<file path="config.mk">
export PLATFORM = sky130hd
export DESIGN_NAME = mem_arbiter
export DESIGN_NICKNAME = d
export VERILOG_FILES = /design/src/rtl/mem_arbiter.sv
export SDC_FILE = /design/constraint.sdc
export NUM_CORES = 1
export LEC_CHECK = 0
export ABC_AREA = 1
export BUFFER_PORTS_ARGS = -buffer_cell sky130_fd_sc_hd__buf_2
export CORE_MARGIN = 2
export CORE_UTILIZATION = 50
export CTS_CLUSTER_DIAMETER = 120
export DETAILED_ROUTE_END_ITERATION = 8
export GPL_ROUTABILITY_DRIVEN = 0
export GPL_TIMING_DRIVEN = 1
export MAX_ROUTING_LAYER = met4
export PLACE_DENSITY = 0.88
export REMOVE_ABC_BUFFERS = 1
export SYNTH_ARGS = -nofsm -noshare
export SYNTH_HDL_FRONTEND = slang
export SYNTH_SLANG_ARGS = --single-unit
</file>
<file path="constraint.sdc">
create_clock -name clk -period 1.95 [get_ports clk]
set_clock_uncertainty 0.2 [all_clocks]
set_input_delay 0.195 -clock clk [delete_from_list [all_inputs] [get_ports clk]]
set_output_delay 0.195 -clock clk [all_outputs]
set_load 0.01 [all_outputs]
</file>
<file path="src/rtl/mem_arbiter.sv">
// Purpose: arbitrates a CPU and a DMA requester onto one single-ported memory, with a bounded DMA lock.
// Latency: request sampled in IDLE, WAIT+1 strobe cycles, one-cycle ack WAIT+2 cycles after the request.
// Backpressure: level requests stall (cpu_stall) until the ack; inputs are only looked at in IDLE.
module mem_arbiter #(
  parameter int DW       = 16,
  parameter int AW       = 16,
  parameter int WAIT     = 1,
  parameter int LOCK_MAX = 8
) (
  input  logic          clk,
  input  logic          reset,
  input  logic          cpu_req,
  input  logic          cpu_we,
  input  logic [AW-1:0] cpu_addr,
  input  logic [DW-1:0] cpu_wdata,
  output logic [DW-1:0] cpu_rdata,
  output logic          cpu_ack,
  output logic          cpu_stall,
  input  logic          dma_req,
  input  logic          dma_we,
  input  logic [AW-1:0] dma_addr,
  input  logic [DW-1:0] dma_wdata,
  input  logic          dma_lock,
  output logic [DW-1:0] dma_rdata,
  output logic          dma_ack,
  output logic          mem_re,
  output logic          mem_we,
  output logic [AW-1:0] mem_addr,
  output logic [DW-1:0] mem_wdata,
  input  logic [DW-1:0] mem_rdata,
  output logic [1:0]    grant,
  output logic          busy
);

  typedef enum logic [1:0] {
    IDLE = 2'd0,
    ACC  = 2'd1,
    RESP = 2'd2
  } state_t;

  localparam logic [3:0] WAIT_C     = 4'(WAIT);
  localparam logic [7:0] LOCK_MAX_C = 8'(LOCK_MAX);
  localparam logic [1:0] G_NONE     = 2'b00;
  localparam logic [1:0] G_CPU      = 2'b01;
  localparam logic [1:0] G_DMA      = 2'b10;

  state_t        state_q, state_d;
  logic [3:0]    cnt_q;
  logic          we_q;
  logic [AW-1:0] addr_q;
  logic [DW-1:0] wdata_q;
  logic [1:0]    grant_q;
  logic          last_dma_q;
  logic [7:0]    lock_cnt_q;
  logic [DW-1:0] cpu_rdata_q;
  logic [DW-1:0] dma_rdata_q;
  logic          any_req;
  logic          lock_hold;
  logic          pick_dma;

  // Arbitration: a lone requester wins; a tie goes round-robin unless DMA still holds an unexhausted lock.
  always_comb begin
    any_req   = cpu_req | dma_req;
    lock_hold = last_dma_q && (lock_cnt_q != 8'd0) && (lock_cnt_q < LOCK_MAX_C);
    pick_dma  = dma_req;
    if (cpu_req && dma_req) begin
      pick_dma = lock_hold || !last_dma_q;
    end
  end

  // State register.
  always_ff @(posedge clk or negedge reset) begin
    if (!reset) begin
      state_q <= IDLE;
    end else begin
      state_q <= state_d;
    end
  end

  // Next state and strobes/acks; ACC ends once the wait counter has reached zero.
  always_comb begin
    state_d = state_q;
    mem_re  = 1'b0;
    mem_we  = 1'b0;
    cpu_ack = 1'b0;
    dma_ack = 1'b0;
    case (state_q)
      IDLE: begin
        if (any_req) state_d = ACC;
      end
      ACC: begin
        mem_re = ~we_q;
        mem_we = we_q;
        if (cnt_q == 4'd0) state_d = RESP;
      end
      RESP: begin
        cpu_ack = (grant_q == G_CPU);
        dma_ack = (grant_q == G_DMA);
        state_d = IDLE;
      end
      default: state_d = IDLE;
    endcase
  end

  // Access datapath: latch the winner in IDLE, count down and capture read data in ACC, settle lock in RESP.
  always_ff @(posedge clk or negedge reset) begin
    if (!reset) begin
      cnt_q       <= 4'd0;
      we_q        <= 1'b0;
      addr_q      <= '0;
      wdata_q     <= '0;
      grant_q     <= G_NONE;
      last_dma_q  <= 1'b1;
      lock_cnt_q  <= 8'd0;
      cpu_rdata_q <= '0;
      dma_rdata_q <= '0;
    end else begin
      case (state_q)
        IDLE: begin
          if (any_req) begin
            grant_q    <= pick_dma ? G_DMA : G_CPU;
            last_dma_q <= pick_dma;
            we_q       <= pick_dma ? dma_we : cpu_we;
            addr_q     <= pick_dma ? dma_addr : cpu_addr;
            wdata_q    <= pick_dma ? dma_wdata : cpu_wdata;
            cnt_q      <= WAIT_C;
            if (!pick_dma) lock_cnt_q <= 8'd0;
          end
        end
        ACC: begin
          if (cnt_q != 4'd0) begin
            cnt_q <= cnt_q - 4'd1;
          end else if (!we_q) begin
            if (grant_q == G_DMA) dma_rdata_q <= mem_rdata;
            else                  cpu_rdata_q <= mem_rdata;
          end
        end
        RESP: begin
          grant_q <= G_NONE;
          // dma_lock is only meaningful in the DMA's own response cycle; the count saturates at LOCK_MAX.
          if (grant_q == G_DMA) begin
            if (!dma_lock) lock_cnt_q <= 8'd0;
            else if (lock_cnt_q != LOCK_MAX_C) lock_cnt_q <= lock_cnt_q + 8'd1;
          end
        end
        default: ;
      endcase
    end
  end

  assign grant     = grant_q;
  assign busy      = (state_q != IDLE);
  assign mem_addr  = addr_q;
  assign mem_wdata = wdata_q;
  assign cpu_rdata = cpu_rdata_q;
  assign dma_rdata = dma_rdata_q;
  assign cpu_stall = cpu_req & ~cpu_ack;

endmodule

</file>
==> impl_metrics.json <==
{
  "status": "finished, violations left",
  "failed_checks": "negative hold slack, negative setup slack",
  "period_share_pct": 104,
  "met2_usage_pct": 55.7,
  "cts.path.max_buffers": 2,
  "cts_tree": "yes",
  "multi_input_area_sq_um": 1870,
  "synth-seq-area-share_pct": 48.0,
  "maxSlewViolCount": 0,
  "max_freq_ghz": 0.492,
  "crit_slowest_cell": "dfrtp_1",
  "path_cells": "inv_2 > ha_4 > inv_4 > nor2_4 > nor2_4 > nand2_4 > nand2_8 > nand3_4 > buf_6 > buf_4 > nand2_1",
  "crit_family": "simple AND/OR/NAND/NOR gates",
  "grt_max_degree": 36,
  "grt_first_pass_wirelength_um": 23000,
  "area_growth_pct": 50.7,
  "routed_via_density": 5.80,
  "grt_use_total_pct": 33.6,
  "yosys.area.top_type_share_pct": 47.4,
  "fill_cells": 494,
  "cp-end-kind": "flip-flop",
  "dp_hpwl_um": 8050,
  "clock-sinks": 82,
  "cts-htree-levels": 3,
  "die_x_um": 96.5,
  "layout_commonest_cell": "buf_2",
  "port_buffers": 158,
  "layout_common_cells": "buf_2 (157), nand2_1 (144), nand3_1 (82), dfrtp_1 (81), dlygate4sd3_1 (78)",
  "totalWireLength_um": 17200,
  "startpoint": "lock_cnt_q[1]$_DFFE_PN0P_",
  "regToRegSetupSlack_ns": -0.08,
  "required_ns": 2.04,
  "ys_types": 28,
  "hold_path_depth": 5,
  "hold_path_class": "primary input to flip-flop",
  "drc": 0,
  "wl_per_cell_um": 19.5,
  "timing.rr.start": "lock_cnt_q[1]$_DFFE_PN0P_",
  "period_needed_ns": 2.03,
  "hp-start": "dma_addr[2]",
  "setup_viol": 18,
  "synth_top_area_cell": "dfrtp_1",
  "ff_latch_area_sq_um": 2050,
  "grt_overflow_total": 0,
  "syn_area_per_cell_sq_um": 8.11,
  "grt_pass1_vias": 4964,
  "design.core.area_sq_um": 8260,
  "root_buffer": "clkbuf_8",
  "hold_viol_final": 1,
  "dieArea_sq_um": 9310,
  "clkTransAtPathRegs_ns": 0.08,
  "drv_cap": 0,
  "relSlewSlack_pct": 65.4,
  "use_met1_pct": 35.8,
  "r2r-end": "grant[1]$_DFFE_PN0P_",
  "critPathMaxStageDelay_ns": 0.43,
  "synthTopCellsByArea": "dfrtp_1 (47%), nand2_1 (13%), nand3_1 (10%), o21ai_2 (6.6%), inv_1 (6.3%)",
  "grtUsageMet3_pct": 8.53,
  "hold_path_end": "mem_addr[2]$_DFFE_PN0P_",
  "io_pins": 159,
  "dr.pass1.iters": 6,
  "crit_fanout": 7,
  "grt_busiest_layer": "met2",
  "crit_buf_inv": 4,
  "powerDensity_nw_per_um2": 1400,
  "tightest_slew_ns": 0.518,
  "nets": 858,
  "cp.arrival_ns": 2.12,
  "p_leak_nw": 3.46,
  "whs_ns": -0.00326,
  "die_y_um": 96.5,
  "r2r_cells": 11,
  "worst_path_most_repeated_cell": "nor2_4",
  "dp_slack_ns": -0.0188,
  "drive_above_1_share_pct": 35.4,
  "path_class": "flip-flop to flip-flop",
  "fin_util_pct": 78.1,
  "clk_latency_ns": 0.35,
  "syn-cell-area_sq_um": 4280,
  "syn_inst": 527,
  "num_rows": 33,
  "start_kind": "flip-flop",
  "final_antenna_net_count": 0,
  "ys_seq_elements": 82,
  "yosysWarnings": 0,
  "vias": 5102,
  "antenna_found_initial": 1,
  "drtIter0Drc": 851,
  "start_util_pct": 51.8,
  "layout_setup_ws_ns": -0.0840,
  "vdd_drop_max_uv": 831,
  "cts-buffers-inserted": 9
}
-- per-layer routing --
metal / part of all wire [%] / vias to the layer above / routed length (um)
met5: 0 / - / 0
met1: 33 / 2341 / 5630
met3: 9.8 / 144 / 1680
li1: - / 2145 / -
met2: 51 / 472 / 8740
met4: 6.6 / 0 / 1140
-- worst min-delay path, stage by stage --
cell     delay (ns)
buf_2          0.08
inv_1          0.03
nand3_1        0.06
nand3_1        0.08
nand2_1        0.07
-- report_power, final --
part           internal (W)  switching (W)  leakage [nW]
Sequential          0.00248       0.000536         0.994
Combinational       0.00166        0.00269          2.34
Clock              0.000986       0.000658         0.127
Total               0.00512        0.00388          3.46
-- per-stage QoR --
step	TNS, ns	std cells	total power [W]	cell area [sq um]	hold slack [ns]
after floorplan	-8.62	497	0.00501	4050	-0.301
after global placement	0	772	0.00638	5120	-0.0586
after detailed placement	-0.0188	772	0.00655	5120	-0.0595
after CTS	0	866	0.00829	6170	0.00210
after global routing	-1.56	878	0.00945	6440	0.0358
final	-0.664	880	0.00900	6450	-0.00326
-- registers in the layout, indices dropped and copies added, names as in the netlist, 2 cells and up --
signal and flops:
state_q 2, grant 2, cpu_rdata 16, lock_cnt_q 8, dma_rdata 16, mem_addr 16
cnt_q 4, mem_wdata 16
-- area by class of cell --
class                           count  share of cell area [%]
Sequential cell                    82                    31.9
Multi-Input combinational cell    339                    29.1
Timing Repair Buffer              257                    28.2
Inverter                           78                    4.62
Clock inverter                      6                    2.12
Tap cell                          105                    2.04
Clock buffer                       10                    1.98
Antenna cell                        3                   0.116
-- cells by family after synthesis --
kind of cell	share of synthesized area, %
AND/OR/NAND/NOR	31.2
buffers and inverters	12.1
adder cells (fa/ha/maj)	1.17
XOR/XNOR	0.205
AO/OA/AOI/OAI	7.31
flip-flops	48.0
-- synthesized netlist by cell type, drive strengths merged --
cell type	instances
a21oi	1
ha	4
o21bai	1
xnor2	1
o21ai	36
clkbuf	3
dfstp	1
nor3	7
inv	78
nand2	160
buf	27
nand3	90
dfrtp	81
nor2	24
nand4	13
-- worst max-delay path by stage --
stage,cells after the start,endpoint
2_1_floorplan,8,lock_cnt_q[5]$_DFFE_PN0P_
4_1_cts,10,we_q$_DFFE_PN0P_
6_report,11,grant[1]$_DFFE_PN0P_
3_5_place_dp,11,lock_cnt_q[4]$_DFFE_PN0P_
5_1_grt,8,lock_cnt_q[7]$_DFFE_PN0P_
3_3_place_gp,11,lock_cnt_q[1]$_DFFE_PN0P_
-- repair_timing --
item                                    in CTS  in global routing
hold buffers                                78                  0
buffers inserted                             0                  8
pin swaps                                    0                 11
gates resized for setup                      1                 41
endpoints found under the setup margin       4                 74
endpoints found under the hold margin      147                  0
cloned                                       0                  3
Power figures use the tool's default switching activity.
